--- config.mk ---
export PLATFORM = sky130hd
export DESIGN_NAME = psum_deskew_collector
export DESIGN_NICKNAME = d
export VERILOG_FILES = /design/src/rtl/systolic_pkg.sv /design/src/rtl/skew_delay_line.sv /design/src/rtl/psum_deskew_collector.sv
export SDC_FILE = /design/constraint.sdc
export NUM_CORES = 1
export LEC_CHECK = 0
export ABC_AREA = 0
export CAP_MARGIN = 20
export CORE_MARGIN = 2
export CORE_UTILIZATION = 30
export DETAILED_ROUTE_END_ITERATION = 12
export PLACE_DENSITY = 0.49
export SLEW_MARGIN = 10
export SYNTH_ARGS = -nofsm -noshare
export SYNTH_HDL_FRONTEND = slang
export SYNTH_HIERARCHICAL = 1
export SYNTH_SLANG_ARGS = --single-unit
--- constraint.sdc ---
create_clock -name clk -period 5.65 [get_ports clk]
set_clock_uncertainty 0.2 [all_clocks]
set_input_delay 1.13 -clock clk [delete_from_list [all_inputs] [get_ports clk]]
set_output_delay 1.13 -clock clk [all_outputs]
set_load 0.005 [all_outputs]
--- src/rtl/systolic_pkg.sv ---
// rtl/systolic_pkg.sv - shared types and defaults for the systolic array datapath
// Contents: DW_DEFAULT (psum width matching the PE), psum_t (one psum word).
package systolic_pkg;

  localparam int DW_DEFAULT = 32;

  typedef logic [DW_DEFAULT-1:0] psum_t;

endpackage

--- src/rtl/skew_delay_line.sv ---
// rtl/skew_delay_line.sv - LEN-stage register shift used to de-skew one array column
// Ports: clk, reset (async, active-high), din (DW bits in), dout (din delayed LEN cycles).
// LEN=0 makes dout a plain wire of din.
module skew_delay_line
  import systolic_pkg::*;
#(
  parameter int DW  = DW_DEFAULT,
  parameter int LEN = 1
) (
  input  logic          clk,
  input  logic          reset,
  input  logic [DW-1:0] din,
  output logic [DW-1:0] dout
);

  if (LEN == 0) begin : g_wire
    // clk/reset are not needed when there is no storage
    logic unused_clk_reset;
    assign unused_clk_reset = clk ^ reset;
    assign dout = din;
  end else begin : g_reg
    logic [DW-1:0] stage [LEN];

    always_ff @(posedge clk or posedge reset) begin
      if (reset) begin
        for (int i = 0; i < LEN; i++) stage[i] <= '0;
      end else begin
        stage[0] <= din;
        for (int i = 1; i < LEN; i++) stage[i] <= stage[i-1];
      end
    end

    assign dout = stage[LEN-1];
  end

endmodule

--- src/rtl/psum_deskew_collector.sv ---
// rtl/psum_deskew_collector.sv - de-skews the bottom-row psums into aligned rows and buffers them
// Ports: clk, reset (async, active-high); bot_valid + psum_in (skewed bottom-row bus, column j
// at bits [j*DW +: DW], valid j cycles after column 0); m_valid/m_ready/m_data (buffered aligned
// rows, same packing); occupancy (rows held); overflow (sticky row-drop flag), clear_ovf (sync clear).
module psum_deskew_collector #(
  parameter int DW    = systolic_pkg::DW_DEFAULT,
  parameter int COLS  = 4,
  parameter int DEPTH = 4
) (
  input  logic                     clk,
  input  logic                     reset,
  input  logic                     bot_valid,
  input  logic [COLS*DW-1:0]       psum_in,
  output logic                     m_valid,
  input  logic                     m_ready,
  output logic [COLS*DW-1:0]       m_data,
  output logic [$clog2(DEPTH):0]   occupancy,
  output logic                     overflow,
  input  logic                     clear_ovf
);
  import systolic_pkg::*;

  localparam int AW = $clog2(DEPTH);
  localparam logic [AW:0] FULL_CNT = (AW+1)'(DEPTH);

  logic [COLS*DW-1:0] aligned_row;
  logic               row_done;

  // Column j arrives j cycles late, so it waits COLS-1-j cycles to line up with the last column.
  for (genvar j = 0; j < COLS; j++) begin : g_col
    skew_delay_line #(.DW(DW), .LEN(COLS-1-j)) u_dly (
      .clk   (clk),
      .reset (reset),
      .din   (psum_in[j*DW +: DW]),
      .dout  (aligned_row[j*DW +: DW])
    );
  end

  // The valid bit travels alongside column 0; it marks the cycle the whole row is aligned.
  skew_delay_line #(.DW(1), .LEN(COLS-1)) u_vpipe (
    .clk   (clk),
    .reset (reset),
    .din   (bot_valid),
    .dout  (row_done)
  );

  logic [COLS*DW-1:0] mem [DEPTH];
  logic [AW-1:0]      wr_ptr;
  logic [AW-1:0]      rd_ptr;
  logic [AW:0]        count;
  logic               full;
  logic               pop;
  logic               push_ok;
  logic               drop;

  assign full    = (count == FULL_CNT);
  assign m_valid = (count != '0);
  assign pop     = m_valid & m_ready;
  // A full FIFO still takes the row when the head leaves on the same edge.
  assign push_ok = row_done & (~full | pop);
  assign drop    = row_done & full & ~pop;

  always_ff @(posedge clk) begin
    if (push_ok) mem[wr_ptr] <= aligned_row;
  end

  always_ff @(posedge clk or posedge reset) begin
    if (reset) begin
      wr_ptr   <= '0;
      rd_ptr   <= '0;
      count    <= '0;
      overflow <= 1'b0;
    end else begin
      if (push_ok) wr_ptr <= wr_ptr + AW'(1);
      if (pop)     rd_ptr <= rd_ptr + AW'(1);
      case ({push_ok, pop})
        2'b10:   count <= count + (AW+1)'(1);
        2'b01:   count <= count - (AW+1)'(1);
        default: count <= count;
      endcase
      // A drop on the same edge as clear_ovf wins so the loss is never hidden.
      if (drop)           overflow <= 1'b1;
      else if (clear_ovf) overflow <= 1'b0;
    end
  end

  // Memory is not reset; gate the head so an empty FIFO shows zeros.
  assign m_data    = m_valid ? mem[rd_ptr] : '0;
  assign occupancy = count;

endmodule

==> run summary, run 1 <==
• **initial drt markers** 648
• **worst hold slack across all endpoints** 131 ps
• **source-to-sink clock delay at the later pin of the worst-skew pair** 620 ps
• **TritonCTS clock tree** built
• **number of H-tree branching levels** 3
• **Crit Reg-Reg Startpoint** occupancy[2]$_DFFE_PP0P_
• **compound-gate portion of the synthesized area** 0.314%
• **leakage** 10.8 nW
• **result of the run** complete, no violations
• **Util after Layout** 37.5%
• **cells along the critical path** buf_4 -> mux4_2 -> and2_1 -> clkdlybuf4s50_1
• **max frequency** 220 MHz
• **overall die area** 87200 um^2
• **setup repair after global routing missed its margin** no
• **worst path bufs/invs** 2
• **area of the mapped netlist** 25500 um^2
• **basic-gate share of the synthesized area counting and, or, nand and nor cells** 3.50%
• **global route overflow** 0
• **wire length after detailed routing** 51800 um
• **share of synthesized cell area in full adder, half adder and majority cells** 0.275%
• **number of placement rows** 106
• **vertical extent of the die** 295 um
• **final critical-path share of the clock period** 80.5%
• **family of cells with the greatest summed delay on the critical path** flip-flops
• **power density of the placed cells** 534 nW/um^2
• **wire length of the first global-routing pass** 77100 um
• **aggregate negative setup slack** 0 ps
• **cell type with the largest total area after synthesis** edfxtp_1
• **required time of the critical path** 4320 ps
• **number of nets at the end of the flow** 1529
• **number of CTS-inserted buffers** 77
• **instance count of the mapped netlist** 1165
• **area of the core** 83800 um^2
• **most area-consuming cells after synthesis** edfxtp_1, dfrtp_1, mux4_2
• **critical path arrival** 3220 ps
• **Clock Pin Slew Worst Setup and Hold Paths** 60 ps
• **crit start category** register
• **DIE WIDTH** 295 um
• **minimum clock period after layout** 4550 ps
• **maximum resistive drop on vdd** 496 uV
• **area used by sequential logic in the layout** 20500 um^2
• **post-synthesis area per instance** 21.9 um^2
• **syn nets** 1303
• **antenna violations before repair** 5
• **capturing element type of the critical path** primary output
• **post-synthesis xor/xnor area fraction** 0.172%
• **area overhead of the layout relative to synthesis** 23.6%
• **worst slew pin tran** 919 ps
• **Setup Viol. Count Final** 0
• **Hold Crit Class** register to register
• **Synth warnings** 6
• **synthesized flop and latch total** 715
• **number of iterations in the first detailed-routing pass** 6
• **reported max-cap violation count** 0
• **end point of the worst hold path** g_col[1].u_dly/dout[30]$_DFF_PP0_
• **average detailed-routed wire length per instance** 20.0 um
• **total of hold buffers inserted after clock tree synthesis** 0
• **clock root buffer master** clkbuf_16
• **# DRC** 0
• **worst slew slack as a fraction of its limit** 38.7%
• **highest net fanout along the worst path** 34
• **Setup Crit Path Kind** register to primary output
• **overall power of the completed layout** 16.8 mW
• **library cell contributing the largest single delay on the critical path** dfrtp_4
• **final std cells w/o fill** 2593
• **combinational family with the most area after synthesis** multiplexers
• **area share of the largest cell type after synthesis** 60.4%
• **post-route ant nets** 0
• **worst flop-to-flop path endpoint** mem[1][6]$_DFFE_PP_
• **count of buffers inserted at the top-level ports** 265
• **Resized Gates After CTS** 0
• **Post CTS Setup Buffer Count** 0
• **via count** 10948
• **number of distinct library cells after synthesis** 32
• **total global-route track usage** 12.0%
• **Inst Count DP** 2445
• **Final Hold Viols** 0
• **via/cell ratio** 4.22
• **number of max-slew violations in the final report** 0
• **deepest clock path buffer count** 3
• **total of fill cells in the finished design** 7672
• **pin count of the biggest net entering global routing** 129
• **cell depth of the worst hold path** 0
• **via count of the first global-routing pass** 12151
• **cell count of the worst reg-to-reg path** 4
• **Final HPWL DP** 29100 um
• **fraction of layout cells with a size suffix above 1** 19.2%
• **# clock sinks** 715
• **global placer's final weighted congestion** 0.675
• **Min-Delay Startpoint** g_col[1].u_dly/g_reg.stage[62]$_DFF_PP0_
• **Initial Util** 30.4%
• **CP peak stage delay** 930 ps
• **setup slack, reg-to-reg** 2870 ps
• **register area share after synthesis** 80.3%
• **multiplexer share of the synthesized area** 11.4%
• **IO Count** 266
• **multi-input gate area in the final layout** 3990 um^2
## routing by layer
layer / GRT usage (%) / part of all wire, % / up-vias / routed length (um)
met5: 0 / 0.046 / - / 24
met4: 4.11 / 2.1 / 4 / 1080
met3: 2.99 / 5.9 / 82 / 3080
met2: 19.3 / 49 / 256 / 25200
met1: 15.9 / 43 / 5781 / 22400
li1: - / - / 4825 / -
## flip-flops by register name, indices dropped and copies added, names as in the netlist
| register | flops |
|---|---|
| g_col.u_dly/g_reg.stage | 96 |
| occupancy | 3 |
| overflow | 1 |
| rd_ptr | 2 |
| mem | 512 |
| u_vpipe/g_reg.stage | 2 |
| u_vpipe/dout | 1 |
| g_col.u_dly/dout | 96 |
| wr_ptr | 2 |
## cell usage in the layout, fill, tap and decap left out, types with 5 or more instances in the layout
cell             count
edfxtp_1           512
clkdlybuf4s50_1    265
dfrtp_1            201
mux4_2             128
and2_1             128
clkbuf_16           78
clkbuf_1            22
buf_4               14
clkinv_2            11
buf_12              10
inv_1                9
clkbuf_8             8
bufinv_16            7
inv_6                5
clkinv_1             5
## cells by family after synthesis
logic type	count (synthesis)
multiplexers	129
XOR/XNOR	5
AO/OA/AOI/OAI	12
adder cells (fa/ha/maj)	5
buffers and inverters	154
flip-flops	715
AND/OR/NAND/NOR	145
## synthesized netlist by cell type
cell type and instances:
a21boi_0 1, nor3_1 1, nand2_1 2, buf_4 96, and2_1 132, or3_1 1, fa_1 1, o21bai_1 1
xnor2_1 4, buf_1 9, ha_1 4, mux4_2 128, a211o_1 1, inv_1 12, and3_1 1, clkbuf_1 18
o41ai_1 1, nand3_1 3, buf_2 8, mux2_2 1, edfxtp_1 512, xor2_1 1, nor2b_1 1, nand3b_1 1
o22a_1 1, buf_6 11, o31ai_1 1, o21ai_0 3, a31oi_1 1, dfrtp_1 203, a21oi_1 2, nor2_1 3
## layout make-up
class / instances / area share, %
Antenna cell: 3 / 0.0239
Clock inverter: 36 / 1.38
Sequential cell: 715 / 65.0
Tap cell: 1134 / 4.51
Inverter: 12 / 0.151
Multi-Input combinational cell: 296 / 12.7
Clock buffer: 108 / 6.82
Timing Repair Buffer: 289 / 9.40
## power by group
part | leakage [nW] | total [mW] | internal (mW) | switching [mW]
Combinational | 2.49 | 4.92 | 2.76 | 2.16
Clock | 1.25 | 5.04 | 3.00 | 2.04
Sequential | 7.06 | 6.83 | 6.54 | 0.281
Total | 10.8 | 16.8 | 12.3 | 4.48
## worst max-delay path by stage
stage / endpoint / startpoint / depth (start not counted) / slack (ps)
floorplan: mem[0][0]$_DFFE_PP_ / m_ready / 3 / 480
global placement: mem[1][127]$_DFFE_PP_ / m_ready / 5 / 1540
detailed placement: mem[1][54]$_DFFE_PP_ / m_ready / 5 / 1450
CTS: m_data[116] / rd_ptr[0]$_DFFE_PP0N_ / 4 / 930
global route: m_data[7] / rd_ptr[0]$_DFFE_PP0N_ / 4 / 830
finish: m_data[116] / rd_ptr[0]$_DFFE_PP0N_ / 4 / 1100
## metrics by stage
stage | instance area [um^2] | setup WS [ps]
2_1_floorplan | 25500 | 478
3_3_place_gp | 28900 | 1540
3_5_place_dp | 28900 | 1450
4_1_cts | 31400 | 929
5_1_grt | 31500 | 833
6_report | 31500 | 1100
(Power assumes the default switching activity.)
==> run 2: changes to the inputs <==
clock period = 4.4 ns   (was 5.65 ns; I/O delays follow)
==> run 2 against run 1 <==
Sequential share of layout area shrank 0.15 points; core utilization grew 0.087 points; via count grew 0.89%; flip-flop and latch count is the same; final area grew 0.23%; critical path type unchanged; total power grew 28%; largest cell class unchanged.
==> run summary, run 2 (same netlist as run 1, synthesis figures left out) <==
• **wire length after detailed routing** 51500 um
• **required time of the critical path** 3320 ps
• **worst hold slack across all endpoints** 137 ps
• **area overhead of the layout relative to synthesis** 23.9%
• **IO Count** 266
• **deepest clock path buffer count** 3
• **# DRC** 0
• **via count of the first global-routing pass** 12093
• **initial drt markers** 628
• **antenna violations before repair** 3
• **Clock Pin Slew Worst Setup and Hold Paths** 60 ps
• **final std cells w/o fill** 2598
• **global route overflow** 0
• **area of the core** 83800 um^2
• **DIE WIDTH** 295 um
• **final critical-path share of the clock period** 92.6%
• **post-route ant nets** 0
• **global placer's final weighted congestion** 0.674
• **max reg flops** 512
• **Setup Viol. Count Final** 0
• **Min-Delay Startpoint** g_col[1].u_dly/g_reg.stage[60]$_DFF_PP0_
• **leakage** 10.8 nW
• **clock share of power** 29.6%
• **clock root buffer master** clkbuf_16
• **Initial Util** 30.4%
• **setup slack, reg-to-reg** 1380 ps
• **cell count of the worst reg-to-reg path** 7
• **count of buffers inserted at the top-level ports** 265
• **switching power as a share of total power** 26.8%
• **leading cell type in the layout, fill and taps excluded** edfxtp_1
• **via count** 11045
• **Flop pwr share** 40.6%
• **cell depth of the worst hold path** 0
• **critical path arrival** 2990 ps
• **number of CTS-inserted buffers** 77
• **number of max-slew violations in the final report** 0
• **max frequency** 246 MHz
• **Final Hold Viols** 0
• **Crit Reg-Reg Startpoint** occupancy[1]$_DFFE_PP0P_
• **overall power of the completed layout** 21.5 mW
• **wire length of the first global-routing pass** 76800 um
• **source-to-sink clock delay at the later pin of the worst-skew pair** 610 ps
• **Util after Layout** 37.6%
• **maximum resistive drop on vdd** 330 uV
• **average detailed-routed wire length per instance** 19.8 um
• **Setup Crit Path Kind** register to primary output
• **overall die area** 87200 um^2
• **number of H-tree branching levels** 3
• **total of hold buffers inserted after clock tree synthesis** 0
• **capturing element type of the critical path** primary output
• **# clock sinks** 715
• **number of iterations in the first detailed-routing pass** 5
• **setup repair after global routing missed its margin** no
• **Final HPWL DP** 31100 um
• **vertical extent of the die** 295 um
• **total of fill cells in the finished design** 7738
• **power density of the placed cells** 683 nW/um^2
• **worst slew slack as a fraction of its limit** 41.5%
• **proportion of power drawn by combinational gates** 29.9%
• **worst slew pin tran** 878 ps
• **reported max-cap violation count** 0
• **Post CTS Setup Buffer Count** 0
• **Resized Gates After CTS** 0
• **Hold Crit Class** register to register
• **worst flop-to-flop path endpoint** occupancy[2]$_DFFE_PP0P_
• **total global-route track usage** 12.0%
• **highest-count cells in the layout ignoring fill and taps** edfxtp_1, clkdlybuf4s50_1, dfrtp_1
• **number of nets at the end of the flow** 1536
• **Inst Count DP** 2453
• **aggregate negative setup slack** 0 ps
• **number of placement rows** 106
• **fraction of layout cells with a size suffix above 1** 19.8%
• **switching power** 5.77 mW
• **crit start category** register
• **TritonCTS clock tree** built
• **Top reg by flops** mem
• **end point of the worst hold path** g_col[1].u_dly/dout[28]$_DFF_PP0_
• **internal power summed over all cells** 15.8 mW
• **highest net fanout along the worst path** 24
• **pin count of the biggest net entering global routing** 82
• **via/cell ratio** 4.25
• **result of the run** complete, no violations
• **minimum clock period after layout** 4070 ps
-- run 2: worst max-delay path by stage --
stage                                  start                          endpoint  depth (start not counted)  slack [ps]
finish                 rd_ptr[0]$_DFFE_PP0N_                        m_data[46]                          4         330
global route        occupancy[1]$_DFFE_PP0P_                        m_data[10]                          4          80
CTS                    rd_ptr[0]$_DFFE_PP0N_                       m_data[121]                          4         170
detailed placement                   m_ready              mem[2][43]$_DFFE_PP_                          5         690
global placement                     m_ready              mem[3][43]$_DFFE_PP_                          5         750
floorplan                              reset  g_col[0].u_dly/dout[0]$_DFF_PP0_                          1         810
-- run 2: power by group through the flow --
stage	Clock, mW	Combinational, mW	Sequential [mW]
after floorplan	0	3.39	8.74
after global placement	0	6.67	8.84
after detailed placement	0	6.66	8.90
after CTS	6.59	6.70	8.77
after global routing	6.86	6.98	8.85
final	6.37	6.43	8.74
-- run 2: worst max-delay path, cell delays in order, from the launching register on --
cell             delay, ps
dfrtp_4                830
buf_4                  330
mux4_2                 520
and2_1                 210
clkdlybuf4s50_1        480
-- run 2: layout make-up --
class / count / area, um^2 / area share [%]
sequential: 715 / 20500 / 64.9
multi-input combinational: 296 / 3990 / 12.7
timing repair buffer: 296 / 3060 / 9.70
clock buffer: 105 / 2170 / 6.90
tap: 1134 / 1420 / 4.50
clock inverter: 39 / 378 / 1.20
inverter: 12 / 47.5 / 0.151
antenna: 1 / 2.50 / 0.00793
-- run 2: metrics by stage --
step                cell area (um^2)  worst slack (ps)
floorplan                      25500               815
global placement               29000               748
detailed placement             29000               686
CTS                            31500               167
global route                   31500              78.8
finish                         31500               327
-- run 2: per-layer routing --
metal  up-vias  global-route usage [%]  wire length, um  part of all wire, %
li1       4837                       -                -                    -
met4         2                    4.12             1060                  2.1
met5         -                       0                9                0.017
met1      5844                    15.8            22100                   43
met3        72                    2.79             3040                  5.9
met2       290                    19.5            25300                   49
==> run 3: changes to the inputs <==
SKIP_CTS_REPAIR_TIMING = 1   (was not set)
==> results of run 3 <==
Same layout as run 2: the final DEF is identical, and so are final timing and power.
